$ cat config.mk
export PLATFORM = sky130hd
export DESIGN_NAME = adder_apb_regbank
export DESIGN_NICKNAME = d
export VERILOG_FILES = /design/src/rtl/adder_apb_regbank.sv
export SDC_FILE = /design/constraint.sdc
export NUM_CORES = 1
export LEC_CHECK = 0
export CAP_MARGIN = 15
export CORE_MARGIN = 1.5
export CORE_UTILIZATION = 35
export DETAILED_ROUTE_END_ITERATION = 10
export GPL_ROUTABILITY_DRIVEN = 0
export HOLD_SLACK_MARGIN = 0.15
export PLACE_DENSITY = 0.64
export SLEW_MARGIN = 10
export SYNTH_ARGS = -nofsm -noshare
export SYNTH_HDL_FRONTEND = slang
export SYNTH_SLANG_ARGS = --single-unit
$ cat constraint.sdc
create_clock -name ACLK -period 2.1 [get_ports ACLK]
set_input_delay 0.315 -clock ACLK [delete_from_list [all_inputs] [get_ports ACLK]]
set_output_delay 0.315 -clock ACLK [all_outputs]
set_load 0.005 [all_outputs]
$ cat src/rtl/adder_apb_regbank.sv
// APB3 completer register bank for the adder peripheral: operands, START/DONE control,
// captured result, and the strobe interface to the adder's control FSM.
module adder_apb_regbank #(
    parameter int DATA_WIDTH = 32,
    parameter int ADDR_WIDTH = 4
) (
    input  logic                  ACLK,
    input  logic                  ARST,
    input  logic                  PSEL,
    input  logic                  PENABLE,
    input  logic                  PWRITE,
    input  logic [ADDR_WIDTH-1:0] PADDR,
    input  logic [DATA_WIDTH-1:0] PWDATA,
    output logic [DATA_WIDTH-1:0] PRDATA,
    output logic                  PREADY,
    output logic                  PSLVERR,
    output logic                  o_start,
    output logic [DATA_WIDTH-1:0] o_op_a,
    output logic [DATA_WIDTH-1:0] o_op_b,
    input  logic                  i_is_busy,
    input  logic                  i_en_ctrl_write,
    input  logic                  i_rst_start,
    input  logic [DATA_WIDTH-1:0] i_result
);

    localparam logic [1:0] ADDR_CTRL   = 2'd0;
    localparam logic [1:0] ADDR_OP_A   = 2'd1;
    localparam logic [1:0] ADDR_OP_B   = 2'd2;
    localparam logic [1:0] ADDR_RESULT = 2'd3;

    logic [1:0]            reg_sel;
    logic                  setup_ph;
    logic                  access_ph;
    logic                  wr_access;
    logic                  wr_commit;
    logic                  unused_paddr;
    logic [DATA_WIDTH-1:0] ctrl_rd;

    logic                  start_q,  start_d;
    logic                  done_q,   done_d;
    logic [DATA_WIDTH-1:0] op_a_q,   op_a_d;
    logic [DATA_WIDTH-1:0] op_b_q,   op_b_d;
    logic [DATA_WIDTH-1:0] result_q, result_d;
    logic [DATA_WIDTH-1:0] prdata_q, prdata_d;

    // Only word offsets select a register; the remaining address bits are don't-care.
    assign reg_sel      = PADDR[3:2];
    assign unused_paddr = ^PADDR;

    assign setup_ph  = PSEL & ~PENABLE;
    assign access_ph = PSEL & PENABLE;
    assign wr_access = access_ph & PWRITE;

    // A write lands only when the FSM is idle, not clearing START, and the target is writable.
    assign wr_commit = wr_access & ~i_is_busy & ~i_rst_start & (reg_sel != ADDR_RESULT);

    assign ctrl_rd = {{(DATA_WIDTH-3){1'b0}}, done_q, i_is_busy, start_q};

    always_comb begin
        // NOTE: every next-state signal takes its held value first so no path leaves it unassigned (no latches).
        start_d  = start_q;
        done_d   = done_q;
        op_a_d   = op_a_q;
        op_b_d   = op_b_q;
        result_d = result_q;
        prdata_d = prdata_q;

        if (wr_commit) begin
            case (reg_sel)
                ADDR_CTRL: begin
                    start_d = PWDATA[0];
                    if (PWDATA[0]) done_d = 1'b0;
                end
                ADDR_OP_A: op_a_d = PWDATA;
                ADDR_OP_B: op_b_d = PWDATA;
                default:   ;
            endcase
        end

        if (i_rst_start) start_d = 1'b0;

        // A completed operation wins over a same-cycle DONE clear from the bus.
        if (i_en_ctrl_write) begin
            result_d = i_result;
            done_d   = 1'b1;
        end

        if (setup_ph && !PWRITE) begin
            case (reg_sel)
                ADDR_CTRL: prdata_d = ctrl_rd;
                ADDR_OP_A: prdata_d = op_a_q;
                ADDR_OP_B: prdata_d = op_b_q;
                default:   prdata_d = result_q;
            endcase
        end
    end

    always_ff @(posedge ACLK) begin
        // NOTE: state registers use non-blocking assignments so all of them update from pre-edge values.
        if (ARST) begin
            start_q  <= 1'b0;
            done_q   <= 1'b0;
            op_a_q   <= '0;
            op_b_q   <= '0;
            result_q <= '0;
            prdata_q <= '0;
        end else begin
            start_q  <= start_d;
            done_q   <= done_d;
            op_a_q   <= op_a_d;
            op_b_q   <= op_b_d;
            result_q <= result_d;
            prdata_q <= prdata_d;
        end
    end

    // The error must match the commit decision made in the same access cycle, so it is combinational.
    assign PSLVERR = wr_access & ~wr_commit & ~ARST;
    assign PREADY  = 1'b1;
    assign PRDATA  = prdata_q;
    assign o_start = start_q;
    assign o_op_a  = op_a_q;
    assign o_op_b  = op_b_q;

endmodule

-- After elaboration in Yosys (flattened, before gate mapping)
Index checks and enable logic that the tools add are counted.
- eq/ne operators: 3
- mux-type cells: 5
- bitwise logic cells: 13
- reduce and logical (&&, ||, !) cells: 11
- operators with widths (cell ; number):
    one-hot mux 32 bit (3 select lines) ; 1
    AND 1 bit ; 8
    AND reduction 2 bit ; 3
    nonzero test 2 bit ; 3
    NOT 1 bit ; 5
    2-to-1 mux 1 bit ; 4
    AND reduction 3 bit ; 1
    equality test 2 x 1 -> 1 bit (second input constant) ; 1
    equality test 2 bit (second input constant) ; 1
    zero test 2 bit ; 1
    != test 2 bit (second input constant) ; 1
    OR reduction 2 bit ; 1
    logical AND 1 bit ; 1
    zero test 1 bit ; 1
- bits in registers: 130
- bits of input ports: 76
- output and inout bits: 99
- word-level logic and storage cells: 38

-- Logic depth before layout (Yosys ltp)
Gate-level depths: netlist (run 1).
- depth in word-level cells: 8
- mapped depth: 6
- depth with buffers taken out: 3

-- Worst setup path after synthesis (run 1)
OpenSTA, ideal clock, no wires.
- kind: input-to-reg
- from: input port PADDR[3]
- to: register prdata_q[23] (netlist: PRDATA[23])
- library setup time: 0.132 ns
- data arrival time: 1.455 ns
- data required time: 1.968 ns
- slack: 0.513 ns
- cell stages on the path: 5
- buffers on the path: 2
- cells stage by stage: buf_4 > clkbuf_1 > mux2_2 > a221oi_1 > nor3_1
- longest elaborated chain between the ends: 2
- elaborated cells on any way between the ends: 4
- those cells by class: eq/ne: 2; mux: 1; reduce/logical: 1
- ends and longest elaborated chain (element ; line ; RTL):
    start: declaration ; 12 ; input logic [ADDR_WIDTH-1:0] PADDR,
    equality test 2 bit (tied with other cells) ; 89 ; case (reg_sel)
    one-hot mux 32 bit (3 select lines) (*) ; 89 ;
    end signal: assignment ; 113 ; prdata_q <= prdata_d;
    end: declaration ; 44 ; logic [DATA_WIDTH-1:0] prdata_q, prdata_d;
Every way passes the cells marked *; elsewhere a longest branch is shown, timed or not.
A chain may end at the register's enable or synchronous reset.

-- Worst setup path in the final report (run 1)
- from: input port PENABLE
- to: output port PSLVERR
- longest elaborated chain between the ends: 8
- ends and longest elaborated chain (element ; line ; RTL):
    start: declaration ; 10 ; input logic PENABLE,
    AND 1 bit (*) ; 51 ; assign access_ph = PSEL & PENABLE;
    AND 1 bit (*) ; 52 ; assign wr_access = access_ph & PWRITE;
    AND 1 bit (3 in a row) ; 55 ; assign wr_commit = wr_access & ~i_is_busy & ~i_rst_start & (reg_sel != ADDR_RESULT);
    NOT 1 bit ; 118 ; assign PSLVERR = wr_access & ~wr_commit & ~ARST;
    AND 1 bit (*) (2 in a row) ; 118 ;
    end: declaration ; 16 ; output logic PSLVERR,
Marked as above.

==> results of run 1 <==
==> sequential cells by signal, summed over array words and instances, names as in the netlist <==
| register | cells |
|---|---|
| result_q | 32 |
| done_q | 1 |
| PRDATA | 32 |
| o_op_b | 32 |
| o_op_a | 32 |
| o_start | 1 |
==> cells in the mapped netlist, types with 2 or more instances <==
| cell | n |
|---|---|
| nor2_1 | 61 |
| inv_1 | 2 |
| nand3_1 | 65 |
| nand2_1 | 6 |
| mux2_2 | 29 |
| buf_2 | 10 |
| or4b_2 | 2 |
| a221oi_1 | 29 |
| a21oi_1 | 68 |
| nor4b_2 | 2 |
| mux2i_1 | 32 |
| a211oi_1 | 2 |
| o21ai_0 | 65 |
| mux4_2 | 3 |
| nor3_1 | 30 |
| clkbuf_1 | 50 |
| buf_4 | 2 |
| dfxtp_1 | 130 |
==> critical path, cell delays in order <==
cell,delay [ps]
clkdlybuf4s50_1,580
nand3_4,140
nor3_1,160
clkdlybuf4s50_1,520
==> repair_timing <==
item | 4_1_cts | 5_1_grt
endpoints found under the setup margin | 0 | 1
hold buffers | 0 | 0
resized for setup | 0 | 1
hold endpoints to repair | 0 | 0
==> cells by family after synthesis <==
kind of cell           after synthesis  share of synthesized area (%)
other                                1                         0.0699
buffers and inverters               66                           5.13
AO/OA/AOI/OAI                      165                           17.6
AND/OR/NAND/NOR                    172                           15.4
flip-flops                         130                           48.5
multiplexers                        64                           13.3
==> per-layer routing <==
metal / part of all wire, % / GRT usage [%] / up-vias
met5: 0 / 0 / -
met1: 44 / 28.2 / 2501
met3: 7.0 / 6.16 / 29
li1: - / - / 2466
met2: 47 / 36.3 / 231
met4: 2.0 / 9.96 / 0
==> cell type report <==
| cell class | instances | share of cell area (%) |
|---|---|---|
| flip-flops and latches | 130 | 32.9 |
| repair buffers | 196 | 25.1 |
| inverters | 2 | 0.0950 |
| clock inverters | 10 | 1.08 |
| clock buffers | 22 | 5.88 |
| well taps | 188 | 2.98 |
| multi-input cells | 402 | 31.9 |
==> power breakdown <==
group | switching, µW | total (µW) | internal [µW]
logic | 295 | 608 | 313
clock network | 1080 | 2760 | 1680
registers | 38.6 | 2580 | 2540
total | 1410 | 5940 | 4530
==> per-stage QoR <==
step           hold slack [ps]  setup TNS (ps)  total power, µW
2_1_floorplan              393               0             2890
3_3_place_gp               452            -799             3220
3_5_place_dp               454           -1720             3230
4_1_cts                    361               0             5980
5_1_grt                    401               0             6160
6_report                   380               0             5940
==> layout by cell type, fill, tap and decap left out, types with 3 or more instances in the layout <==
master / instances
clkbuf_16: 17
nand2_1: 6
clkinv_2: 6
mux2i_1: 32
dfxtp_1: 130
mux4_2: 3
a221oi_1: 29
clkdlybuf4s50_1: 167
mux2_2: 29
nor2_1: 61
buf_4: 18
buf_12: 8
clkbuf_1: 3
nor3_1: 30
nand3_1: 64
buf_2: 3
a21oi_1: 68
o21ai_0: 65
==> worst min-delay path by stage <==
stage                            from   endpoint  slack, ps
after floorplan           i_rst_start    o_start        390
after global placement      PRDATA[0]  PRDATA[0]        450
after detailed placement    PRDATA[0]  PRDATA[0]        450
after CTS                    PADDR[2]    o_start        360
after global routing         PADDR[2]    o_start        400
final                        PADDR[2]    o_start        380
==> metrics.txt, run 1 <==
hpwl dp=roughly 11000 µm; pwr/cell area=about 750 nW/µm²; clk_lat worst skew=420 ps; Clock Path Buffers=2; Die ar.=~16000 µm²; die height=roughly 130 µm; layout cells sized above 1=roughly an eighth; Setup crit end=PSLVERR; RSZ-0062 raised after global routing=false; Setup CP Type=in2out; Area after DPL=between 7000 and 8000 µm²; Critical Path Source=PENABLE; Antenna Nets Post-Route=0; final setup vio count=0; row cnt=45; Post-Synthesis Cells=about 600; Area Growth Syn to Fin=47.3%; GRT Util Overall=roughly 22%; Final Skew=about 7.1 ps; min Tclk post-route=approximately 2000 ps; leading area contributor after synthesis=dfxtp_1; register area share after synthesis=around 49%; Tcrit/Tclk final=96.8%; Synth Flop Type=dfxtp_1; Critical Path AT=1720 ps; final net count=825; Congestion Overflow GR=0; WHS Path Cells=4; Clock Sinks=between 100 and 150; routed length per instance=around 19 µm; Post-synth EDFFs=0; critical path required time=1780 ps; Hold Fails Final Rpt=0; H-tree levels=4; Initial DRC Count=443; synth warn=0; WL final=17800 µm; I/O Pins=175; Clk pin slew, worst setup/hold paths=roughly 50 ps; register-to-register setup slack=around 970 ps; Worst Path Max Fanout=4; max_slew headroom=between 60% and 70%; post-synth top area share=between 40 and 50%; vias in the first global route=approximately 5300; core area=between 15000 and 20000 µm²; CTS root buf=clkbuf_16; Ant. Diodes=0; # placed instances=918; max-cap viol count=0; FF-to-FF path depth=3; first-pass GRT wire length=roughly 28000 µm; Hold Crit Class=in2reg; Max VDD drop=0.000523 V; die outline width=127 µm; top post-synthesis cells by area=dfxtp_1 49%, a21oi_1 6.3%, mux2_2 6.1%; # Post-CTS Setup Buffers=0; # fillers=about 1400; Unique masters post-synth=28; filler-free cell count of the finished design=950; Startpoint Class=primary input; TritonCTS buffer count=17; Sequential Area=2600 µm²; initial antenna violation count=0; drt pass-1 iters=7; # port buffers=171; status=finished, final reports clean; ys async rst share=0%; Max Freq=492 MHz; worst flop-to-flop path endpoint=PRDATA[9]; worst reg2reg path startpoint=o_op_a[9]; synthesized flop and latch total=between 100 and 150; Pleak=0.00286 µW; worst slack, placed=-96.5 ps; fin. max-slew vios=0; fin util=52.3%; post-synthesis instance area=about 5400 µm²; largest net degree at the start of global routing=131; Worst Tran Pin Value=594 ps; initial core utilization=35.5%; DR vias=5227; Mapped Nets=about 670; final non-filler cell area=between 7000 and 8000 µm²; via/cell ratio=5.50; critical path endpoint category=output port; Residual DRC=0; syn_area_per_cell=between 8 and 9 µm²; CTS tree=done; Multi-input gate area=2520 µm²; final worst slack=a little under 70 ps
Power figures use the tool's default switching activity.
==> run 2: changes to the inputs <==
--- a/config.mk
+++ b/config.mk
@@ -6,12 +6,14 @@
 export NUM_CORES = 1
 export LEC_CHECK = 0
 export CAP_MARGIN = 15
+export CORE_ASPECT_RATIO = 0.6
 export CORE_MARGIN = 1.5
 export CORE_UTILIZATION = 35
 export DETAILED_ROUTE_END_ITERATION = 10
 export GPL_ROUTABILITY_DRIVEN = 0
 export HOLD_SLACK_MARGIN = 0.15
-export PLACE_DENSITY = 0.64
+export PLACE_DENSITY = 0.66
+export RECOVER_POWER = 25
 export SLEW_MARGIN = 10
 export SYNTH_ARGS = -nofsm -noshare
 export SYNTH_HDL_FRONTEND = slang
==> constraint.sdc (replaced) <==
create_clock -name ACLK -period 1.7 [get_ports ACLK]
set_input_delay 0.255 -clock ACLK [delete_from_list [all_inputs] [get_ports ACLK]]
set_output_delay 0.255 -clock ACLK [all_outputs]
set_load 0.005 [all_outputs]
==> metrics.txt, run 2 (synthesized netlist as in run 1, its figures left out) <==
DR vias=5328 (was 5227); power share of the combinational group=9.6% (was 10.2%); critical path endpoint category=flip-flop (was output port); Min Hold Slack=330 ps (was 380 ps); Hold Crit Class=in2reg (unchanged); Antenna Nets Post-Route=0 (unchanged); Switching Share=22.6% (was 23.8%); Tcrit/Tclk final=96.7%; critical path required time=1960 ps (was 1780 ps); final non-filler cell area=8040 µm² (was 7900 µm²); worst slack, placed=-440 ps (was -96.5 ps); die height=98.9 µm (was 127 µm); final worst slack=55.4 ps (was 67.2 ps); Pleak=0.00294 µW (was 0.00286 µW); Clk pin slew, worst setup/hold paths=60 ps (was 50 ps); I/O Pins=175 (unchanged); Worst Tran Pin Value=885 ps (was 594 ps); Max VDD drop=0.000670 V (was 0.000523 V); Hold Path End=o_start (unchanged); Area after DPL=7410 µm² (was 7340 µm²); WL final=18300 µm (was 17800 µm); Hold Crit Start=PADDR[2] (unchanged); RSZ-0062 raised after global routing=false (unchanged); Max Freq=between 600 and 700 MHz; GRT Util Overall=22.5% (about the same); hpwl dp=12300 µm (was 11300 µm); Worst Path Max Fanout=9 (was 4); min Tclk post-route=roughly 1600 ps; Setup CP Type=in2reg (was in2out); register-to-register setup slack=540 ps (was 970 ps); status=finished, final reports clean (unchanged); layout cells sized above 1=14.2% (was 13.1%); Initial DRC Count=452 (was 443); Crit path max-delay family=buffers and inverters (unchanged); CTS hold repair buffers=0 (unchanged); Clock Path Buffers=2 (unchanged); max-cap viol count=0 (unchanged); largest net degree at the start of global routing=131 (unchanged); clk_lat worst skew=410 ps (was 420 ps); first-pass GRT wire length=28100 µm (was 28300 µm); Final Power=7970 µW (was 5940 µW); CP max-delay cell=clkdlybuf4s50_1 (unchanged); Area Growth Syn to Fin=50.0% (was 47.3%); Startpoint Class=primary input (unchanged); leading cell type in the layout, fill and taps excluded=clkdlybuf4s50_1 (unchanged); worst flop-to-flop path endpoint=PRDATA[21] (was PRDATA[9]); net switching power figure=1800 µW (was 1410 µW); final setup vio count=0 (unchanged); final net count=832 (was 825); max_slew headroom=40.9% (was 60.4%); core area=14700 µm² (was 15100 µm²); routed length per instance=19.0 µm (was 18.7 µm); Hold Fails Final Rpt=0 (unchanged); H-tree levels=4 (unchanged); internal power=6170 µW (was 4530 µW); biggest cell delay along the critical path=520 ps (was 580 ps); CTS root buf=clkbuf_16 (unchanged); vias in the first global route=5098 (was 5347); Clock Sinks=130 (unchanged); fin util=54.6% (was 52.3%); # fillers=1316 (was 1380); crit-path cells=clkdlybuf4s50_1 -> or3b_2 -> clkbuf_2 -> a221oi_1 -> nor3_1 (was clkdlybuf4s50_1 -> nand3_4 -> nor3_1 -> clkdlybuf4s50_1); most frequent cells in the layout=164 x clkdlybuf4s50_1, 130 x dfxtp_1, 68 x a21oi_1, 65 x o21ai_0, 64 x nand3_1 (was 167 x clkdlybuf4s50_1, 130 x dfxtp_1, 68 x a21oi_1, 65 x o21ai_0, 64 x nand3_1); CTS tree=done (unchanged); Sequential Area=2600 µm² (unchanged); Bufs and invs on worst path=2 (unchanged); worst reg2reg path startpoint=o_op_a[21] (was o_op_a[9]); Critical Path AT=1910 ps (was 1720 ps); initial antenna violation count=0 (unchanged); die outline width=163 µm (was 127 µm); Residual DRC=0 (unchanged); Sequential Power Share=39.9% (was 43.4%); pwr/cell area=990 nW/µm² (was 752 nW/µm²); Ant. Diodes=0 (unchanged); FF-to-FF path depth=3 (unchanged); row cnt=34 (was 45); # port buffers=171 (unchanged); # Post-CTS Setup Buffers=0 (unchanged); Final Skew=10.3 ps (was 7.08 ps); WHS Path Cells=4 (unchanged); fin. max-slew vios=0 (unchanged); Multi-input gate area=2530 µm² (was 2520 µm²); Congestion Overflow GR=0 (unchanged); initial core utilization=36.4% (was 35.5%); Clock Power Share=50.5% (was 46.4%); TritonCTS buffer count=17 (unchanged); Die ar.=16100 µm² (about the same); drt pass-1 iters=5 (was 7); via/cell ratio=5.51 (was 5.50)
-- run 2: cell types whose count changed in the layout (fill, tap and decap cells not counted), sizes merged --
| cell | previous run | this run |
|---|---|---|
| buf | 29 | 30 |
| bufinv | 1 | 5 |
| clkbuf | 22 | 25 |
| clkdlybuf4s50 | 167 | 164 |
| clkinv | 8 | 5 |
| clkinvlp | 1 | 3 |
| dlygate4sd2 | 0 | 3 |
-- run 2: layer usage --
layer	GRT usage, %	up-vias	wire length, µm
met5	0	-	0
met4	5.93	0	157
met3	7.58	21	1850
met2	33.5	258	7760
met1	31.0	2565	8560
li1	-	2484	-
-- run 2: layout make-up --
type	count	share of cell area, %
Timing Repair Buffer	203	24.9
Inverter	2	0.0933
Clock inverter	13	2.60
Clock buffer	19	5.51
Tap cell	198	3.08
Sequential cell	130	32.4
Multi-Input combinational cell	402	31.5
-- run 2: worst max path at each step --
stage,from,to,slack [ps],depth (start not counted)
after floorplan,PADDR[3],PRDATA[23],170,5
after global placement,i_is_busy,PSLVERR,-430,5
after detailed placement,i_rst_start,o_op_a[23],-440,5
after CTS,i_is_busy,PSLVERR,80,5
after global routing,PENABLE,o_op_b[13],10,6
final,PSEL,PRDATA[28],60,5
-- run 2: what timing repair did --
item / in CTS / in global routing
resized for setup: 4 / 1
gates cloned: 0 / 0
setup endpoints to repair: 13 / 1
-- run 2: per-stage QoR --
stage	TNS (ps)	instances
final	0	967
after global routing	0	967
after CTS	0	967
after detailed placement	-34690	935
after global placement	-30810	935
after floorplan	0	598
-- run 2: power groups by stage --
stage               Sequential, µW  Combinational (µW)  Clock (µW)
finish                        3180                 762        4020
global route                  3190                 815        4200
global placement              3240                 743           0
detailed placement            3250                 760           0
floorplan                     3240                 337           0
CTS                           3180                 764        4070
-- run 2: worst register-to-register path, cell delays in order (launching register included) --
cell and delay [ps]:
dfxtp_1 340, mux2_2 270, a221oi_1 290, nor3_1 100
==> run 3: changes to the inputs <==
--- a/config.mk
+++ b/config.mk
@@ -12,7 +12,7 @@
 export DETAILED_ROUTE_END_ITERATION = 10
 export GPL_ROUTABILITY_DRIVEN = 0
 export HOLD_SLACK_MARGIN = 0.15
-export PLACE_DENSITY = 0.66
+export PLACE_DENSITY = 0.64
 export RECOVER_POWER = 25
 export SLEW_MARGIN = 10
 export SYNTH_ARGS = -nofsm -noshare
==> constraint.sdc (replaced) <==
create_clock -name ACLK -period 2 [get_ports ACLK]
set_input_delay 0.3 -clock ACLK [delete_from_list [all_inputs] [get_ports ACLK]]
set_output_delay 0.3 -clock ACLK [all_outputs]
set_load 0.005 [all_outputs]
==> metrics.txt, run 3 (synthesized netlist as in run 1, its figures left out) <==
TritonCTS buffer count=17 (unchanged); Initial DRC Count=507 (was 452); grt peak-use layer=met2 (unchanged); hpwl dp=12100 µm (was 12300 µm); internal power=4800 µW (was 6170 µW); Hold Crit Class=in2reg (unchanged); Final Power=6320 µW (was 7970 µW); routed length per instance=19.1 µm (was 19.0 µm); first-pass GRT wire length=28700 µm (was 28100 µm); Sequential Power Share=42.8% (was 39.9%); Tcrit/Tclk final=about 98%; Worst Path Max Fanout=4 (was 9); drt pass-1 iters=5 (unchanged); final setup vio count=0 (unchanged); CTS root buf=clkbuf_16 (unchanged); CTS tree=done (unchanged); most frequent cells in the layout=144 x clkdlybuf4s50_1, 130 x dfxtp_1, 68 x a21oi_1, 65 x o21ai_0, 64 x nand3_1 (was 164 x clkdlybuf4s50_1, 130 x dfxtp_1, 68 x a21oi_1, 65 x o21ai_0, 64 x nand3_1); Clock Sinks=130 (unchanged); register-to-register setup slack=850 ps (was 540 ps); Die ar.=16100 µm² (unchanged); Final Skew=5.58 ps (was 10.3 ps); Clk pin slew, worst setup/hold paths=60 ps (about the same); clk_lat worst skew=410 ps (about the same); max_slew headroom=0.187% (was 40.9%); I/O Pins=175 (unchanged); layout cells sized above 1=14.3% (was 14.2%); initial antenna violation count=3 (was 0); final net count=832 (unchanged); Clock Path Buffers=2 (unchanged); met3 Use GR=7.95% (was 7.58%); Critical Path AT=1660 ps (was 1910 ps); Setup CP Type=in2out (was in2reg); initial core utilization=36.4% (unchanged); DR vias=5348 (was 5328); grt met2 use=35.7% (was 33.5%); Residual DRC=0 (unchanged); Congestion Overflow GR=0 (unchanged); fin. max-slew vios=0 (unchanged); grt met1 use=30.5% (was 31.0%); fin util=54.1% (was 54.6%); Hold Fails Final Rpt=0 (unchanged); leading cell type in the layout, fill and taps excluded=clkdlybuf4s50_1 (unchanged); Worst Tran Pin Value=1500 ps (was 885 ps); die height=98.9 µm (unchanged); die outline width=163 µm (unchanged); # fillers=1312 (was 1316); status=finished, final reports clean (unchanged); filler-free cell count of the finished design=969 (was 967); GRT Util Overall=23.0% (was 22.5%); Clock Power Share=47.1% (was 50.5%); vias in the first global route=5241 (was 5098); Max VDD drop=0.000545 V (was 0.000670 V); max-cap viol count=0 (unchanged); row cnt=34 (unchanged); pwr/cell area=794 nW/µm² (was 990 nW/µm²); H-tree levels=4 (unchanged); Pleak=0.00295 µW (was 0.00294 µW); largest net degree at the start of global routing=131 (unchanged); WL final=18500 µm (was 18300 µm); power share of the combinational group=10.1% (was 9.6%); Max Freq=about 500 MHz; # port buffers=171 (unchanged); core area=14700 µm² (unchanged); Startpoint Class=primary input (unchanged); critical path required time=1700 ps (was 1960 ps); via/cell ratio=5.52 (was 5.51); Antenna Nets Post-Route=0 (unchanged); # placed instances=935 (unchanged); min Tclk post-route=roughly 2000 ps; net switching power figure=1520 µW (was 1800 µW); critical path endpoint category=output port (was flip-flop); CTS hold repair buffers=0 (unchanged); Switching Share=24.1% (was 22.6%); # Post-CTS Setup Buffers=0 (unchanged); Area Growth Syn to Fin=48.4% (was 50.0%); RSZ-0062 raised after global routing=false (unchanged)
run 3: through the flow:
stage               cell area (µm²)  TNS [ps]  hold slack, ps  worst slack [ps]
detailed placement             7370     -6650             449              -168
floorplan                      5360         0             378               428
finish                         7960         0             369              40.0
global route                   7950         0             380              3.31
CTS                            7970         0             351              17.0
global placement               7370     -2870             453              -191
run 3: layer usage:
| metal | share of wire, % | routed length (µm) | vias to the layer above |
|---|---|---|---|
| met5 | 0.070 | 13 | - |
| met3 | 9.4 | 1730 | 17 |
| met1 | 45 | 8400 | 2619 |
| li1 | - | - | 2482 |
| met4 | 0.83 | 153 | 2 |
| met2 | 44 | 8190 | 228 |
run 3: worst max-delay path, stage by stage:
cell             delay, ps
clkdlybuf4s50_1        560
nand3_4                130
nor3_4                 140
clkdlybuf4s50_1        530
run 3: worst paths after layout:
check | to | cells past startpoint | start
hold reg to reg | PRDATA[0] | 2 | PRDATA[0]
setup / recovery | PSLVERR | 4 | PSEL
hold / removal | o_start | 4 | PADDR[2]
setup reg to reg | PRDATA[10] | 3 | o_op_a[10]
run 3: layout make-up:
cell class / instances / area (µm²) / area share, %
inverters: 2 / 7.51 / 0.0943
flip-flops and latches: 130 / 2600 / 32.7
clock buffers: 21 / 470 / 5.91
repair buffers: 203 / 1980 / 24.9
diodes: 2 / 5.00 / 0.0629
multi-input cells: 402 / 2540 / 31.9
clock inverters: 11 / 105 / 1.32
well taps: 198 / 248 / 3.11
run 3: power groups by stage:
stage | sequential [µW] | clock, µW | combinational [µW]
after floorplan | 2750 | 0 | 287
after detailed placement | 2760 | 0 | 641
after global routing | 2710 | 3150 | 689
after CTS | 2700 | 3010 | 649
final | 2700 | 2980 | 640
after global placement | 2760 | 0 | 628
run 3: what timing repair did:
item,CTS,global route
gates resized for setup,6,1
pin swaps,0,0
setup endpoints to repair,1,1
